$ cat src/rtl/tff1_pkg.sv
// Shared defaults and helpers for the tff1 toggle flip-flop bank.
package tff1_pkg;

    localparam int DEF_CNT_W   = 8;
    localparam int DEF_RST_VAL = 0;

    // An edge counts only when the plain toggle path is active and some bit toggles.
    function automatic logic counts_edge(input logic clr, input logic load, input logic t_any);
        return !clr && !load && t_any;
    endfunction

endpackage

$ cat src/rtl/tff1_bit.sv
// Single T flip-flop: clear beats load, load beats toggle.
module tff_bit #(
    parameter logic RST_VAL = 1'b0
) (
    input  logic clk,
    input  logic rst_n,
    input  logic t,
    input  logic clr,
    input  logic load,
    input  logic din,
    output logic q
);

    always_ff @(posedge clk or negedge rst_n) begin
        if (!rst_n) begin
            q <= RST_VAL;
        end else if (clr) begin
            q <= RST_VAL;
        end else if (load) begin
            q <= din;
        end else begin
            q <= q ^ t;
        end
    end

endmodule

$ cat src/rtl/tff1.sv
// Bank of WIDTH toggle flip-flops with clear, load, change pulse and saturating toggle counter.
module tff1
    import tff1_pkg::*;
#(
    parameter int               WIDTH   = 1,
    parameter int               CNT_W   = DEF_CNT_W,
    parameter logic [WIDTH-1:0] RST_VAL = WIDTH'(DEF_RST_VAL)
) (
    input  logic             clk,
    input  logic             rst_n,
    input  logic [WIDTH-1:0] T,
    input  logic             clr,
    input  logic             load,
    input  logic [WIDTH-1:0] din,
    output logic [WIDTH-1:0] A0,
    output logic             changed,
    output logic [CNT_W-1:0] tcount
);

    localparam logic [CNT_W-1:0] CNT_MAX = '1;

    logic [WIDTH-1:0] next_a;

    genvar i;
    generate
        for (i = 0; i < WIDTH; i++) begin : g_bit
            tff_bit #(
                .RST_VAL(RST_VAL[i])
            ) u_bit (
                .clk  (clk),
                .rst_n(rst_n),
                .t    (T[i]),
                .clr  (clr),
                .load (load),
                .din  (din[i]),
                .q    (A0[i])
            );
        end
    endgenerate

    // Mirror of the per-bit update, used only to detect whether this edge changes A0.
    always_comb begin
        next_a = A0 ^ T;
        if (clr) begin
            next_a = RST_VAL;
        end else if (load) begin
            next_a = din;
        end
    end

    always_ff @(posedge clk or negedge rst_n) begin
        if (!rst_n) begin
            changed <= 1'b0;
            tcount  <= '0;
        end else begin
            changed <= (next_a != A0);
            if (counts_edge(clr, load, |T) && (tcount != CNT_MAX)) begin
                tcount <= tcount + CNT_W'(1);
            end
        end
    end

endmodule

$ cat config.mk
export PLATFORM = sky130hd
export DESIGN_NAME = tff1
export DESIGN_NICKNAME = d
export VERILOG_FILES = /design/src/rtl/tff1_pkg.sv /design/src/rtl/tff1_bit.sv /design/src/rtl/tff1.sv
export SDC_FILE = /design/constraint.sdc
export NUM_CORES = 1
export LEC_CHECK = 0
export ABC_AREA = 1
export CORE_AREA = 8 8 45 47
export CTS_CLUSTER_SIZE = 28
export DETAILED_ROUTE_END_ITERATION = 6
export DIE_AREA = 0 0 53 55
export GPL_TIMING_DRIVEN = 0
export PLACE_DENSITY = 0.7
export RECOVER_POWER = 25
export SYNTH_ARGS = -nofsm -noshare
export SYNTH_HDL_FRONTEND = slang
export SYNTH_SLANG_ARGS = --single-unit
export TNS_END_PERCENT = 1
$ cat constraint.sdc
create_clock -name clk -period 3.64 [get_ports clk]
set_input_delay 0.364 -clock clk [delete_from_list [all_inputs] [get_ports clk]]
set_output_delay 0.364 -clock clk [all_outputs]
set_load 0.02 [all_outputs]
== After elaboration in Yosys (flattened, before gate mapping) ==
Index checks and enable logic that the tools add are counted.
Cells by class
  reductions and logical operators: 5
  bitwise operators: 1
  equal/unequal tests: 2
  multiplexer cells: 2
  add/sub/neg operators: 1
Operator list (number)
  $add 8x1->8 const B: 1
  $ne 8x8->1 const B: 1
  $logic_and 1x1->1: 3
  $logic_not 1->1: 2
  $mux 1: 2
  $ne 1x1->1: 1
  $xor 1x1->1: 1
Word-level totals
  register bits: 10
  output and inout port bits: 10
  input port bits: 6

== Logic depth before layout (Yosys ltp) ==
Gate-level depths: netlist (run 1).
  word-level depth: 4
  gate-level depth with buffers: 8
  gate-level depth less buffers: 8

== By module ==
A second synthesis (run 1) with hierarchy kept.
Second synthesis, totals
  cells, all modules: 87
  area total of the unflattened synthesis: 614.3 um2
Modules (own cells, without submodules)
  tff1: area each 550.5 um2, sequential area each 225.2 um2, instances 1, cells each 76
  tff_bit: area each 63.8 um2, sequential area each 25.0 um2, instances 1, cells each 11

== Worst setup path before layout (run 1) ==
Ideal clock, no wire load.
  kind: reg2reg
  start point: reg tcount[0]
  end point: reg tcount[5]
  stages on the path, launching flop included: 9
  required time: 3523 ps
  slack: 2265 ps
  data arrival time: 1258 ps
  setup time: 117 ps
  buffers on the path: 0
  cells stage by stage: dfrtp_1 > ha_1 > nand2_2 > nor2_4 > nand2_2 > nand2_4 > inv_4 > nand2_1 > nand2_1
Between the ends
  longest elaborated chain between the ends: 2
  elaborated cells between the ends (all ways): 3
  classes of those cells: add/sub (1); eq/ne (1); reduce/logical (1)
RTL lines
  start, declared: RTL line tff1.sv:17  | output logic [CNT_W-1:0] tcount
  start signal, assigned: RTL line tff1.sv:58  | tcount <= tcount + CNT_W'(1);
  branches (longest 2 deep; another with $add 8x1->8)
Parallel ways; which one is timed is not known.
A chain may end at the register's enable or synchronous reset.

== Worst setup path in the final report (run 1) ==
  start point: reg tcount[5]
  end point: out tcount[5]
No word-level cell between the ends.

==> metrics, run 1 <==
CTS tree=built; Max Cap Violations=0; crit path buf inv count=1; Slew Limit Fails=0; first-pass detailed-route iteration total=4; Clk pin slew, worst setup/hold paths=about 0.070 ns; fin area=between 700 and 800 µm²; GRT Resource Usage Total=about a tenth; die footprint=about 2900 µm²; RD Place Congestion=0.7138; global routing usage on met3=1.070%; row cnt=14; synthesis-stage register bit count=10; Peak Freq=around 0.58 GHz; reg-to-reg slack, setup=around 2.3 ns; first-pass GRT wire length=slightly above 2 mm; WL/cell=about 11 µm; hold violation count in the final report=0; slowest CP cell=clkdlybuf4s50_1; vias in the first global route=between 400 and 500; n_diodes=0; Die Ht=roughly 55 µm; deepest clock path buffer count=2; post-synthesis cell type count=15; final wirelength=between 1 and 1.5 mm; commonest non-fill, non-tap cells in the layout=nand2_1 (31), clkdlybuf4s50_1 (14), nor2_1 (10), dfrtp_1 (10), inv_1 (8); FF-to-FF End=tcount[4]$_DFFE_PN0P_; post-route ant nets=0; DP Cell Count=between 100 and 150; Layout Skew=0.003123 ns; Synth Warn #=0; fillcell total=about 140; Worst slew margin=69.97%; GR Util met2=approximately 15%; RR Startpoint=tcount[0]$_DFFE_PN0P_; HP Class=in2async; critical-path maximum fanout=7; Final Setup Violations=0; hold_ws=around 0.49 ns; Critical Path RT=3.28 ns; CTS sink count=10; DR vias=approximately 520; Area Growth Syn to Fin=36.59%; Power Total=slightly below 0.4 mW; final std cells w/o fill=between 100 and 150; post-layout min period=between 1.5 and 2 ns; sequential cell area=250.2 µm²; CTS Hold Bufs=0; core region area=between 1000 and 1500 µm²; post-DP HPWL=~960 µm; Worst-Margin Slew=~0.45 ns; drt via density=4.598; Critical Path Sink=tcount[5]; most common cell after layout, fill and taps aside=nand2_1; peak supply drop=about 0.24 mV; clk_lat worst skew=0.26 ns; IO Pins=16; Final period util=between 40% and 50%; unrepaired setup endpoints after global routing=no; Post-Syn Instances=77; Top Usage Layer GRT=met2; placed cell area=734.5 µm²; post-cts gate resize count=0; initial antenna violation count=0; Initial Util=between 40% and 50%; Setup TNS=0 ns; 1st-iter DRT viols=12; R2R depth=8; cell family with most CP delay=buffers and inverters; Crit Path Category=reg2out; post-synthesis sequential area ratio=between 40% and 50%; Worst setup SP type=flop; post-synth net total=84; Worst setup EP type=primary output; synthesized area=between 500 and 600 µm²; grt total ovfl=0; clock root cell=clkbuf_4; Syn Area/Cell=roughly 7.3 µm²; CP max stage delay=0.65 ns; multi-input logic area=approximately 280 µm²; htree depth=1; CTS Buf Count=3; share of cells above drive strength 1=9.375%; status=complete, no violations; Setup crit start=tcount[5]$_DFFE_PN0P_; nets=104; post-CTS setup buffer count=0; CP Cell Sequence=clkdlybuf4s50_1; pwr dens=between 500 and 600 nW/µm²; Critical Path AT=about 1.4 ns; largest net degree at the start of global routing=11; grt met1 use=11.28%; I/O Buffers=15; Die W=between 50 and 60 µm; DRC=0; Levels on crit path=1; Leak=0.3637 nW
layer usage:
| metal | vias up | share of wire [%] |
|---|---|---|
| met5 | - | 0 |
| met4 | 0 | 2.3 |
| met3 | 2 | 5.0 |
| met2 | 11 | 49 |
| met1 | 232 | 44 |
| li1 | 270 | - |
state kept, by name (all words and copies together), names as in the netlist:
name and cells:
changed 1, g_bit.u_bit.q 1, tcount 8
Yosys cell counts:
cell type,n,share of area [%]
nand2_1,31,21
dfrtp_1,10,44
nor2_1,10,6.7
inv_1,8,5.3
nand3_1,4,3.5
xor2_1,3,4.7
nand2_2,2,2.2
o21ai_1,2,1.8
a21oi_1,1,0.89
and2_1,1,1.1
ha_1,1,2.2
inv_4,1,1.1
nand2_4,1,2.0
nor2_4,1,2.0
xnor2_1,1,1.6
cell families (layout without fill, tap and decap cells):
logic type / after synthesis / count (layout) / share of synthesized area [%]
AOI/OAI and AO/OA: 3 / 3 / 2.660
and+or+nand+nor: 50 / 50 / 38.14
adders and majority gates: 1 / 1 / 2.217
xor gates and xnor gates: 4 / 4 / 6.210
DFF: 10 / 10 / 44.35
buffers and inverters: 9 / 28 / 6.431
worst min path at each step:
stage	startpoint	endpoint	cells after the start
after floorplan	rst_n	changed$_DFF_PN0_	0
after global placement	tcount[7]$_DFFE_PN0P_	tcount[7]$_DFFE_PN0P_	2
after detailed placement	tcount[7]$_DFFE_PN0P_	tcount[7]$_DFFE_PN0P_	2
after CTS	rst_n	tcount[7]$_DFFE_PN0P_	1
after global routing	rst_n	changed$_DFF_PN0_	1
final	rst_n	tcount[3]$_DFFE_PN0P_	1
final cells by class:
type | count | area share, %
clock buffer | 4 | 4.708
timing repair buffer | 15 | 19.48
sequential | 10 | 32.47
inverter | 9 | 4.708
multi-input combinational | 58 | 36.04
tap | 16 | 2.597
report_power, final:
group	switching (mW)	internal [mW]	leakage [nW]	total, mW
Sequential	0.0271	0.131	0.132	0.158
Clock	0.0370	0.0606	0.0210	0.0976
Combinational	0.0683	0.0616	0.211	0.130
Total	0.132	0.253	0.364	0.386
through the flow:
stage	utilization, %	worst slack (ns)
final	55.70	1.913
after global routing	55.70	1.856
after CTS	55.70	1.908
after detailed placement	53.07	2.169
after global placement	53.07	2.193
after floorplan	-	2.265
No activity file was read; power rests on OpenSTA's default activity.
==> inputs of run 2 (changes only) <==
CORE_AREA = unset   (was 8 8 45 47)
CORE_MARGIN = 8   (was unset)
CORE_UTILIZATION = 40   (was unset)
DIE_AREA = unset   (was 0 0 53 55)
clock period = 1.5 ns   (was 3.64 ns; I/O delays follow)
==> run 2 against run 1 <==
Sequential share of layout area increased by 0.54 points. Utilization up 1.9 points. Sequential power is 140% higher. Sequential cell count unchanged. Final cell count is 1.8% lower. Die area down 1.6%. Wire length rose by 5.5%. First-iteration DRC count shrank 67%. Cell area decreased by 1.6%. Critical endpoint is now tcount[7]. Highest routed layer unchanged.
==> metrics, run 2 (same netlist as run 1, synthesis figures left out) <==
number of flip-flops in the largest register=8 (unchanged); Worst-Margin Slew=0.4452 ns (-0.003688 ns); deepest clock path buffer count=2 (unchanged); R2R depth=8 (unchanged); IO Pins=16 (unchanged); Die W=53.56 µm (+1.1%); cell family with most CP delay=buffers and inverters; Clk pin slew, worst setup/hold paths=0.06 ns (about the same); Gate power share=34.7% (+1.0 points); CTS Buf Count=3 (unchanged); HP Class=in2async; die footprint=2869 µm² (-1.6%); peak supply drop=0.6338 mV (+160%); first-pass GRT wire length=2.014 mm (-2.7%); htree depth=1 (unchanged); P_int=0.5434 mW (+110%); clock power share=20.6% (-4.7 points); Final Setup Violations=0 (unchanged); Final period util=between 90% and 100%; crit path buf inv count=1 (unchanged); most common cell after layout, fill and taps aside=nand2_1; RD Place Congestion=0.7127 (-0.15%); I/O Buffers=15 (unchanged); initial antenna violation count=0 (unchanged); WL/cell=11.39 µm (+7.4%); post-CTS setup buffer count=0 (unchanged); Die Ht=53.56 µm (-2.6%); post-layout min period=1.418 ns; Max Cap Violations=0 (unchanged); clock root cell=clkbuf_4; post-DP HPWL=931.5 µm (-2.8%); GRT Resource Usage Total=9.760% (+0.25 points); n_diodes=0 (unchanged); Worst slew margin=70.22% (+0.25 points); nets=104 (unchanged); CTS sink count=10 (unchanged); Levels on crit path=1 (unchanged); sequential share of power=44.7% (+3.7 points); CP max stage delay=0.62 ns (-0.03 ns); core region area=1318 µm² (-4.8%); Leak=0.4200 nW (+15%); Slew Limit Fails=0 (unchanged); Critical Path AT=1.27 ns (-0.09 ns); Setup TNS=0 ns (unchanged); Peak Freq=~0.71 GHz; status=complete, no violations; biggest regs=tcount x8, changed x1, g_bit.u_bit.q x1; share of cells above drive strength 1=8.421% (-0.95 points); post-route ant nets=0 (unchanged); grt total ovfl=0 (unchanged); pwr dens=1141 nW/µm² (+130%); largest net degree at the start of global routing=11 (unchanged); Worst setup SP type=flop; Area Growth Syn to Fin=34.37%; first-pass detailed-route iteration total=2 (-2); Layout Skew=0.002467 ns (-0.0006562 ns); CP Cell Sequence=clkdlybuf4s50_1; DR vias=498 (-3.3%); Crit Path Category=reg2out; fin util=57.55% (+1.9 points); row cnt=13 (-1); P_sw=0.3213 mW (+140%); critical-path maximum fanout=4 (-3); Initial Util=42.83% (+2.1 points); commonest non-fill, non-tap cells in the layout=nand2_1 (31), nor2_1 (10), dfrtp_1 (10); Worst setup EP type=primary output; vias in the first global route=461 (-4.4%); CTS tree=built; DRC=0 (unchanged); clk_lat worst skew=0.26 ns (about the same); 1st-iter DRT viols=4 (-8); fillcell total=118 (-14%); slowest CP cell=clkdlybuf4s50_1; drt via density=4.527 (-1.5%); final wirelength=1.253 mm (+5.5%); switch share=37.16% (+2.8 points); Largest Register=tcount; hold violation count in the final report=0 (unchanged); unrepaired setup endpoints after global routing=no; Critical Path RT=1.35 ns (-1.93 ns)
==> run 2: cell types whose count changed in the layout (fill, tap and decap cells not counted), sizes merged <==
cell	change
dlymetal6s2s	+3
dlygate4sd2	+4
clkdlybuf4s50	-7
clkbuf	-1
==> run 2: layout make-up <==
type / instances / area [µm²] / area share, %
clock buffer: 3 / 22.52 / 2.970
timing repair buffer: 15 / 152.6 / 20.13
inverter: 9 / 36.28 / 4.785
sequential: 10 / 250.2 / 33.00
multi-input combinational: 58 / 277.8 / 36.63
tap: 15 / 18.77 / 2.475
==> run 2: worst paths after layout <==
check / from / endpoint / slack, ns
max reg2reg: tcount[0]$_DFFE_PN0P_ / tcount[1]$_DFFE_PN0P_ / 0.12
max in group asynchronous: rst_n / g_bit[0].u_bit.q$_DFF_PN0_ / 0.93
min reg2reg: tcount[3]$_DFFE_PN0P_ / tcount[3]$_DFFE_PN0P_ / 0.56
min in group clk: tcount[3]$_DFFE_PN0P_ / tcount[3]$_DFFE_PN0P_ / 0.56
min: rst_n / tcount[3]$_DFFE_PN0P_ / 0.27
max: tcount[7]$_DFFE_PN0P_ / tcount[7] / 0.08
==> run 2: metrics by stage <==
step / cells / area (µm²) / hold WS (ns) / power [mW] / setup WS, ns
floorplan: 77 / 564.3 / -0.1456 / 0.5605 / 0.1252
global placement: 107 / 733.2 / 0.4977 / 0.7020 / 0.1341
detailed placement: 107 / 733.2 / 0.5013 / 0.7113 / 0.1320
CTS: 110 / 750.7 / 0.2151 / 0.8874 / 0.01804
global route: 110 / 758.2 / 0.2928 / 0.9341 / 0.02623
finish: 110 / 758.2 / 0.2671 / 0.8648 / 0.08229
==> run 2: routing by layer <==
layer  up-vias  track usage [%]  wire, µm
met1       215            10.86       561
met3         2            6.336        81
met5         -                0         0
met2        10            14.65       600
li1        271                -         -
met4         0            3.782         9
==> run 2: repair_timing <==
item | CTS | global route
endpoints found under the hold margin | 0 | 0
endpoints found under the setup margin | 4 | 3
hold buffers | 0 | 0
pin swaps | 0 | 0
resized for setup | 4 | 3
==> run 2: power by group through the flow <==
stage	clock [mW]	combinational [mW]	sequential (mW)
floorplan	0	0.119	0.441
detailed placement	0	0.321	0.390
finish	0.178	0.300	0.387
global route	0.201	0.334	0.399
global placement	0	0.315	0.387
CTS	0.188	0.311	0.388
==> inputs of run 3 (changes only) <==
CORE_ASPECT_RATIO = 0.7   (was unset)
CORE_UTILIZATION = 30   (was 40)
PLACE_DENSITY = 0.55   (was 0.7)
==> run 3 against run 2 <==
Critical path depth stayed put. Final cell count increased by 7.3%. Sequential cell count is the same. Utilization decreased by 15 points. Hold slack better by 0.0041 ns. Global-route usage is 1.3 points lower. Count of clock-buffer cells in the layout grew 1. Die area increased by 24%.
==> metrics, run 3 (same netlist as run 1, synthesis figures left out) <==
CP max stage delay=0.62 ns (about the same); post-layout min period=1.408 ns (-0.009723 ns); crit path buf inv count=1 (unchanged); nets=104 (unchanged); vias in the first global route=521 (+13%); Clk pin slew, worst setup/hold paths=0.07 ns (about the same); core region area=1822 µm² (+38%); Die W=67.84 µm (+27%); row cnt=13 (unchanged); final wirelength=1.260 mm (+0.56%); first-pass detailed-route iteration total=4 (+2); RD Place Congestion=0.7667 (+7.6%); Die Ht=52.29 µm (-2.4%); GRT Resource Usage Total=8.501% (-1.3 points); Worst-Margin Slew=0.4698 ns (+0.02457 ns); Worst setup EP type=primary output; n_diodes=0 (unchanged); DP Cell Count=114 (+6.5%); CTS sink count=10 (unchanged); post-DP HPWL=976 µm (+4.8%); Place WS=0.1124 ns (-0.01961 ns); most common cell after layout, fill and taps aside=nand2_1; Setup TNS=0 ns (unchanged); biggest regs=tcount x8, changed x1, g_bit.u_bit.q x1; I/O Buffers=15 (unchanged); Final period util=93.87% (-0.65 points); Power Total=0.9255 mW (+7.0%); WL/cell=10.68 µm (-6.3%); Slew Limit Fails=0 (unchanged); unrepaired setup endpoints after global routing=no; Worst setup SP type=flop; cell family with most CP delay=buffers and inverters; Critical Path RT=1.35 ns (about the same); Largest Register=tcount; post-route ant nets=0 (unchanged); HP Class=in2async; post-CTS setup buffer count=0 (unchanged); final worst slack=0.09201 ns (+0.009723 ns); status=complete, no violations; DR vias=497 (-0.20%); fillcell total=186 (+58%); fin util=42.93% (-15 points); Crit Path Category=reg2out; first-pass GRT wire length=2.311 mm (+15%); htree depth=1 (unchanged); die footprint=3547 µm² (+24%); Final Setup Violations=0 (unchanged); Area Growth Syn to Fin=38.58%; clock root cell=clkbuf_4; hold_ws=0.2712 ns (+0.004088 ns); peak supply drop=0.5281 mV (-17%); number of flip-flops in the largest register=8 (unchanged); IO Pins=16 (unchanged); commonest non-fill, non-tap cells in the layout=nand2_1 (31), nor2_1 (10), dfrtp_1 (9); slowest CP cell=clkdlybuf4s50_1; hold violation count in the final report=0 (unchanged); Peak Freq=0.7102 GHz (+0.69%); CTS Buf Count=3 (unchanged); Levels on crit path=1 (unchanged); 1st-iter DRT viols=28 (+24); R2R depth=8 (unchanged); critical-path maximum fanout=4 (unchanged); share of cells above drive strength 1=10.42% (+2.0 points); deepest clock path buffer count=2 (unchanged); clk_lat worst skew=0.27 ns (about the same); largest net degree at the start of global routing=11 (unchanged); DRC=0 (unchanged); Layout Skew=0.001936 ns (-0.0005304 ns); final std cells w/o fill=118 (+7.3%); Max Cap Violations=0 (unchanged); drt via density=4.212 (-7.0%); Leak=0.4261 nW (+1.4%); Initial Util=30.98% (-12 points); Critical Path AT=1.26 ns (about the same); placed cell area=742.0 µm² (+1.2%); pwr dens=1183 nW/µm² (+3.8%); CTS tree=built; initial antenna violation count=0 (unchanged); CTS Hold Bufs=0 (unchanged); Worst slew margin=68.58% (-1.6 points); fin area=782.0 µm² (+3.1%); grt total ovfl=0 (unchanged); CP Cell Sequence=clkdlybuf4s50_1
[run 3: cell types whose count changed in the layout (fill, tap and decap cells not counted)]
cell / before / now
clkbuf_8: 0 / 1
dfrtp_1: 10 / 9
dfrtp_2: 0 / 1
[run 3: cell type report]
cell class / count / area, µm² / area share, %
clock buffer: 4 / 36.28 / 4.640
inverter: 9 / 36.28 / 4.640
multi-input combinational: 58 / 277.8 / 35.52
sequential: 10 / 251.5 / 32.16
tap: 22 / 27.53 / 3.520
timing repair buffer: 15 / 152.6 / 19.52
[run 3: repair_timing]
action / 4_1_cts / 5_1_grt
cloned: 0 / 0
endpoints found under the setup margin: 4 / 7
gates resized for setup: 4 / 4
[run 3: power by group]
part / total (mW) / switching, mW / internal, mW
combinational: 0.298 / 0.166 / 0.132
clock: 0.244 / 0.0965 / 0.147
sequential: 0.383 / 0.0639 / 0.319
total: 0.925 / 0.327 / 0.599
[run 3: metal layers]
| layer | up-vias | routed length [µm] | global-route usage (%) |
|---|---|---|---|
| li1 | 270 | - | - |
| met1 | 212 | 592 | 9.535 |
| met2 | 13 | 561 | 13.81 |
| met3 | 2 | 96 | 4.060 |
| met5 | - | 0 | 0 |
| met4 | 0 | 9 | 3.051 |
[run 3: path summary, 6_finish.rpt]
check,slack [ns],startpoint,end
max in group asynchronous,0.88,rst_n,tcount[0]$_DFFE_PN0P_
min in group clk,0.54,tcount[7]$_DFFE_PN0P_,tcount[7]$_DFFE_PN0P_
hold / removal,0.27,rst_n,tcount[6]$_DFFE_PN0P_
setup reg to reg,0.17,tcount[0]$_DFFE_PN0P_,tcount[5]$_DFFE_PN0P_
hold reg to reg,0.54,tcount[7]$_DFFE_PN0P_,tcount[7]$_DFFE_PN0P_
setup / recovery,0.09,tcount[7]$_DFFE_PN0P_,tcount[7]
[run 3: worst register-to-register path: cells and delay by family (launching register included)]
kind | cells | cell delay [ns]
buffers and inverters | 1 | 0.07
DFF | 1 | 0.42
adders and majority gates | 1 | 0.21
and+or+nand+nor | 6 | 0.53
